--- src/rtl/counter_pkg.sv ---
// ============================================================================
// Module      : counter_pkg
// Description : Shared state and direction encodings for the up/down counter.
// Revision    : 1.0 - initial release
// ============================================================================
`default_nettype none

package counter_pkg;

    typedef enum logic [1:0] {
        ST_IDLE  = 2'd0,
        ST_RUN   = 2'd1,
        ST_PAUSE = 2'd2
    } state_t;

    localparam logic DIR_UP   = 1'b1;
    localparam logic DIR_DOWN = 1'b0;

endpackage

`default_nettype wire

--- src/rtl/tick_edge_detect.sv ---
// ============================================================================
// Module      : tick_edge_detect
// Description : Rising-edge pulse from a level input; built only when
//               TICK_EDGE_EN is defined.
// Revision    : 1.0 - initial release
// ============================================================================
`default_nettype none

`ifdef TICK_EDGE_EN
module tick_edge_detect (
    input  logic clk,
    input  logic reset,
    input  logic in,
    output logic pulse
);

    logic r_in_d;

    always_ff @(posedge clk or posedge reset) begin
        if (reset) begin
            r_in_d <= 1'b0;
        end else begin
            r_in_d <= in;
        end
    end

    // Current sample against the delayed one keeps the latency at one cycle.
    assign pulse = in & ~r_in_d;

endmodule
`endif

`default_nettype wire

--- src/rtl/tick_updown_counter.sv ---
// ============================================================================
// Module      : tick_updown_counter
// Description : Tick-driven up/down counter with run/pause/idle control,
//               load/clear, wrap or saturate, terminal-count pulse.
//               Define TICK_EDGE_EN to step on tick rising edges only.
// Revision    : 1.0 - initial release
// ============================================================================
`default_nettype none

module tick_updown_counter
    import counter_pkg::*;
#(
    parameter int WIDTH   = 8,
    parameter int MAX_VAL = 255,
    parameter int WRAP    = 1
) (
    input  logic             clk,
    input  logic             reset,
    input  logic             tick,
    input  logic             start,
    input  logic             stop,
    input  logic             clr,
    input  logic             dir,
    input  logic             load,
    input  logic [WIDTH-1:0] load_val,
    output logic [WIDTH-1:0] count,
    output logic             running,
    output logic             tc
);

    localparam logic [WIDTH-1:0] C_MAX = WIDTH'(MAX_VAL);

    state_t           r_state;
    state_t           w_next_state;
    logic [WIDTH-1:0] w_next_count;
    logic             w_next_tc;
    logic             w_tick_eff;
    logic             w_step;

`ifdef TICK_EDGE_EN
    tick_edge_detect u_tick_edge (
        .clk   (clk),
        .reset (reset),
        .in    (tick),
        .pulse (w_tick_eff)
    );
`else
    assign w_tick_eff = tick;
`endif

    assign w_step = (r_state == ST_RUN) && w_tick_eff;

    always_comb begin
        w_next_state = r_state;
        w_next_count = count;
        w_next_tc    = 1'b0;
        if (clr) begin
            w_next_count = '0;
            w_next_state = ST_IDLE;
        end else if (load) begin
            w_next_count = (load_val > C_MAX) ? C_MAX : load_val;
        end else begin
            // stop dominates a simultaneous start
            if (stop) begin
                if (r_state == ST_RUN) begin
                    w_next_state = ST_PAUSE;
                end
            end else if (start) begin
                w_next_state = ST_RUN;
            end
            if (w_step) begin
                if (dir == DIR_UP) begin
                    if (count < C_MAX) begin
                        w_next_count = count + 1'b1;
                    end else begin
                        w_next_tc = 1'b1;
                        if (WRAP != 0) begin
                            w_next_count = '0;
                        end else begin
                            w_next_state = ST_PAUSE;
                        end
                    end
                end else begin
                    if (count != '0) begin
                        w_next_count = count - 1'b1;
                    end else begin
                        w_next_tc = 1'b1;
                        if (WRAP != 0) begin
                            w_next_count = C_MAX;
                        end else begin
                            w_next_state = ST_PAUSE;
                        end
                    end
                end
            end
        end
    end

    always_ff @(posedge clk or posedge reset) begin
        if (reset) begin
            r_state <= ST_IDLE;
            count   <= '0;
            running <= 1'b0;
            tc      <= 1'b0;
        end else begin
            r_state <= w_next_state;
            count   <= w_next_count;
            running <= (w_next_state == ST_RUN);
            tc      <= w_next_tc;
        end
    end

endmodule

`default_nettype wire

--- config.mk ---
export PLATFORM = sky130hd
export DESIGN_NAME = tick_updown_counter
export DESIGN_NICKNAME = d
export VERILOG_FILES = /design/src/rtl/counter_pkg.sv /design/src/rtl/tick_edge_detect.sv /design/src/rtl/tick_updown_counter.sv
export SDC_FILE = /design/constraint.sdc
export NUM_CORES = 1
export LEC_CHECK = 0
export CORE_AREA = 4 4 64 66
export DETAILED_ROUTE_END_ITERATION = 7
export DIE_AREA = 0 0 68 70
export PLACE_DENSITY_LB_ADDON = 0.1
export SYNTH_ARGS = -nofsm -noshare
export SYNTH_HDL_FRONTEND = slang
export SYNTH_SLANG_ARGS = --single-unit
--- constraint.sdc ---
create_clock -name clk -period 2.4 [get_ports clk]
set_input_delay 0.48 -clock clk [delete_from_list [all_inputs] [get_ports clk]]
set_output_delay 0.48 -clock clk [all_outputs]
set_load 0.02 [all_outputs]
## Word-level counts from Yosys, hierarchy flattened

Index checks and enable logic that the tools add are counted.
Widths: inputs -> output; s select.

- Input bits: 16
- Bits in registers: 12
- Output and inout port bits: 10

- Add/sub/neg operators: 2
- Reduce and logical (&&, ||, !) cells: 3
- Multiplexer cells: 18
- $lt $le $gt $ge: 2
- Equal/unequal tests: 2

Operators by type and width:

| kind | number |
|---|---|
| $mux 8 | 7 |
| $mux 2 | 5 |
| $add 8x1->8 const B | 1 |
| $gt 8x8->1 const B | 1 |
| $lt 8x8->1 const B | 1 |
| $reduce_bool 8->1 | 1 |
| $sub 8x1->8 const B | 1 |
| $mux 1 | 6 |
| $eq 2x1->1 const B | 2 |
| $reduce_bool 3->1 | 1 |
| $logic_and 1x1->1 | 1 |

## Logic depth before layout (Yosys ltp)

- Depth in word-level cells: 6
- Gate-level depth with buffers: 7
- Depth with buffers taken out: 7

## Worst setup path before layout

Ideal clock, no wire load.

- Kind: register to register
- Start point: register count[0]
- End point: register count[5]
- Arrival time: 1874 ps
- Required time: 2318 ps
- Cell stages (with the launch flop): 8
- Setup slack: 444 ps
- Period minus slack after synthesis: 1956 ps
- Cell sequence: dfrtp_1 > inv_1 > ha_1 > nor3b_4 > nor3_1 > or4_1 > a21o_1 > a31oi_1

- Word-level cells in the longest chain between the ends: 6
- Elaborated cells between the ends (all ways): 10
- Classes of those cells: add/sub: 2; order compare: 1; mux: 6; reduce/logical: 1

Ends and longest elaborated chain:

| what | line | text |
|---|---|---|
| start: declaration | tick_updown_counter.sv:26 | `output logic [WIDTH-1:0] count,` |
| start signal: assignment | tick_updown_counter.sv:107 | `count <= w_next_count;` |
| $sub 8x1->8 (tied with other cells) | tick_updown_counter.sv:85 | `w_next_count = count - 1'b1;` |
| $mux 8, on equally long branches | tick_updown_counter.sv:84, tick_updown_counter.sv:73 |  |
| $mux 8 (*) | tick_updown_counter.sv:72 | `if (dir == DIR_UP) begin` |
| $mux 8 (*) | tick_updown_counter.sv:71 | `if (w_step) begin` |
| $mux 8 (*) | tick_updown_counter.sv:60 | `end else if (load) begin` |
| $mux 8 (*) | tick_updown_counter.sv:57 | `if (clr) begin` |

Mark *: on every way between the ends. The rest lies on a longest branch, timed or not. The select of a mux whose other input is x is not followed.
A chain may end at the register's enable or synchronous reset.

## Final worst setup path

- Start point: register count[2]
- End point: output count[2]

No word-level cell between the ends.

==> results_tabular.tex <==
\begin{tabular}{lr}
\hline
Metric & Value \\
\hline
\multicolumn{2}{l}{\textbf{Status}} \\
Result of the run & completed \\
\multicolumn{2}{l}{\textbf{Clock tree}} \\
Number of levels the H-tree was split into & 1 \\
Bufs on Longest Clock Path & 2 \\
Clock transition time at the flip-flop clock pins of the worst setup and hold paths & 90 ps \\
Post-CTS Setup Bufs & 0 \\
Number of buffers created by CTS & 3 \\
Post-cts resize count & 0 \\
TritonCTS clock tree & done \\
Clock latency at the later pin of the worst-skew pair & 280 ps \\
Cts hold-fix bufs & 0 \\
Number of sinks on the clock net & 12 \\
Clock root buffer master & clkbuf\_4 \\
\multicolumn{2}{l}{\textbf{STA}} \\
Setup skew after layout & 5.68 ps \\
Setup violations, final & 0 \\
RSZ-0062 raised after global routing & no \\
Number of endpoints with negative hold slack in the final report & 0 \\
Min Tclk post-route & 2140 ps \\
Slew at the pin closest to its max-slew limit & 521 ps \\
Number of pins exceeding their max-slew limit in the final report & 0 \\
Fmax & 467 MHz \\
Period Utilization, post-route & 89.1\% \\
Max-slew headroom at the worst pin & 65.1\% \\
Fin Setup TNS & 0 ps \\
\multicolumn{2}{l}{\textbf{Yosys}} \\
Cells after synthesis & 129 \\
Number of warnings issued by yosys & 0 \\
Library cell with the highest instance count after synthesis & nor2\_1 \\
Count of flip-flops with a built-in enable after synthesis & 0 \\
Mapped cell area & 1040 µm² \\
Top-area cell type share of the netlist area & 28.7\% \\
Synth top cells by count & 17 x nor2\_1, 13 x nand2\_1, 12 x dfrtp\_1 \\
Post-synth top flop & dfrtp\_1 \\
Seq cells post-synth & 12 \\
Async set or reset register ratio after synthesis & 100\% \\
Library cell with the largest summed area after synthesis & dfrtp\_1 \\
Avg Synthesized Cell Area & 8.10 µm² \\
Share of synthesized area occupied by flip-flops and latches & 28.7\% \\
Most area-consuming cells after synthesis & dfrtp\_1 29\%, nor2\_1 6.1\%, a21oi\_1 4.8\% \\
Post-Synthesis Net Count & 148 \\
Count of cell types in the netlist & 43 \\
\multicolumn{2}{l}{\textbf{Route}} \\
Number of DRC violations after detailed-routing iteration 0 & 74 \\
Vias per cell & 5.30 \\
Post-Route WL & 3.13 mm \\
Via total after detailed routing & 1,070 \\
Average wire length per cell after detail routing & 15.5 µm \\
Number of optimization iterations in the first detailed-route pass & 4 \\
DRC violation count after routing & 0 \\
ANT nets after route & 0 \\
\multicolumn{2}{l}{\textbf{Final layout}} \\
NumNets Final & 174 \\
Synthesis-to-layout area growth & 28.7\% \\
Antenna diode count & 0 \\
Share of final-layout standard cells stronger than drive strength 1 & 8.44\% \\
Final Instance Count excl. Fillers & 202 \\
\multicolumn{2}{l}{\textbf{Global routing}} \\
Largest net degree at the start of global routing & 15 \\
Number of antenna violations at the first check in global routing & 0 \\
GR Util All Layers & 14.4\% \\
Global-route wire length before repair & 5.32 mm \\
Overflow left after global routing & 0 \\
Vias in the first global route & 1,092 \\
\multicolumn{2}{l}{\textbf{Critical path}} \\
Worst R2R End & count[5] \\
Critical-path cell list & clkdlybuf4s50\_1 \\
Highest cell delay on the worst timing path & 700 ps \\
Signal arrival time at the worst endpoint & 1660 ps \\
Kind of critical path & register to output pin \\
Required time of the worst setup path & 1920 ps \\
Slowest cell on the critical path & clkdlybuf4s50\_1 \\
Family of cells with the greatest summed delay on the critical path & buffers and inverters \\
Buffering stage count on the worst path with inverters included & 1 \\
WP depth & 1 \\
Crit path launch type & register \\
Number of cells on the worst reg-to-reg path & 7 \\
CP Max Fanout & 13 \\
Worst reg-to-reg setup slack & 290 ps \\
Startpoint of the worst register-to-register path & count[1] \\
Destination of the critical timing path & count[2] \\
Critical path origin & count[2] \\
Nature of the critical path endpoint & output pin \\
\multicolumn{2}{l}{\textbf{Power}} \\
Static power due to leakage & 0.520 nW \\
Ratio of total power to cell area & 451 nW/µm² \\
Maximum vdd ir drop & 0.000254 V \\
\multicolumn{2}{l}{\textbf{Die}} \\
Vertical extent of the die & 70 µm \\
Area of the die & 4760 µm² \\
Count of boundary I/O pins & 26 \\
Row Count & 22 \\
Chip Width & 68 µm \\
Effective utilization at floorplan & 29.2\% \\
Core Region & 3580 µm² \\
\multicolumn{2}{l}{\textbf{Placement}} \\
Final GP Congestion & 0.833 \\
Placed Cells incl. Taps & 198 \\
HPWL after detailed placement & 2.25 mm \\
Count of port buffers added during placement & 25 \\
\multicolumn{2}{l}{\textbf{Run}} \\
Max-cap check violation count & 0 \\
\multicolumn{2}{l}{\textbf{Worst hold path}} \\
Worst hold path type & input port to async pin \\
\hline
\end{tabular}
-- cell type report --
cell class	count	area (µm²)
clock buffers	4	36.3
inverters	6	22.5
fillers	388	2230
flip-flops and latches	12	300
well taps	48	60.1
repair buffers	29	280
multi-input cells	103	646
-- cells in the final DEF, fill, tap and decap left out, drive strengths merged, types with 2 or more instances in the layout --
master,instances
ha,3
nand3,4
and3,3
clkbuf,4
nand3b,2
dfrtp,12
nand2,13
nor2b,2
nand4,3
a21o,2
xnor2,2
o21ai,4
nor2,17
a21boi,2
inv,6
buf,4
nor3,8
a221oi,4
nor3b,2
o22ai,2
a21oi,10
clkdlybuf4s50,25
xor2,3
nand2b,2
a211oi,3
-- layer usage --
layer | vias to the layer above | global-route usage, % | wire length [µm]
met5 | - | 0 | 0
met4 | 0 | 3.09 | 25
met3 | 4 | 3.86 | 195
met2 | 47 | 21.8 | 1410
met1 | 498 | 20.3 | 1510
li1 | 521 | - | -
-- kinds of logic after synthesis --
logic type / share of synthesized area, %
compound gates: 21.9
xor+xnor: 4.19
fa+ha+maj: 3.59
buf+inv: 9.46
flops: 28.7
simple gates: 32.1
-- power by group --
part           leakage (nW)  switching, mW  internal (mW)  total [mW]
Combinational         0.339         0.0946         0.0935       0.188
Clock                0.0210         0.0824         0.0923       0.175
Sequential            0.160         0.0301          0.213       0.244
Total                 0.520          0.207          0.399       0.606
-- how the worst min path moves through the flow --
stage,slack [ps],endpoint,cells past startpoint,from
finish,520,count[4],2,reset
floorplan,340,count[0],1,reset
CTS,550,count[4],2,reset
global route,560,count[4],2,reset
global placement,570,r_state[1],2,r_state[1]
detailed placement,580,r_state[1],2,r_state[1]
-- state kept, by name (all words and copies together) (netlist names) --
| register | flops |
|---|---|
| count | 8 |
| r_state | 2 |
| running | 1 |
| tc | 1 |
-- through the flow --
stage | power [mW] | util [%] | hold WS [ps] | setup slack, ps | instance area [µm²]
floorplan | 0.363 | - | 345 | 444 | 1040
global placement | 0.435 | 36.6 | 575 | 196 | 1310
detailed placement | 0.435 | 36.6 | 582 | 270 | 1310
CTS | 0.611 | 37.6 | 551 | 262 | 1350
global route | 0.644 | 37.6 | 557 | 95.8 | 1350
finish | 0.606 | 37.6 | 516 | 260 | 1350
No activity file was read; power rests on OpenSTA's default activity.
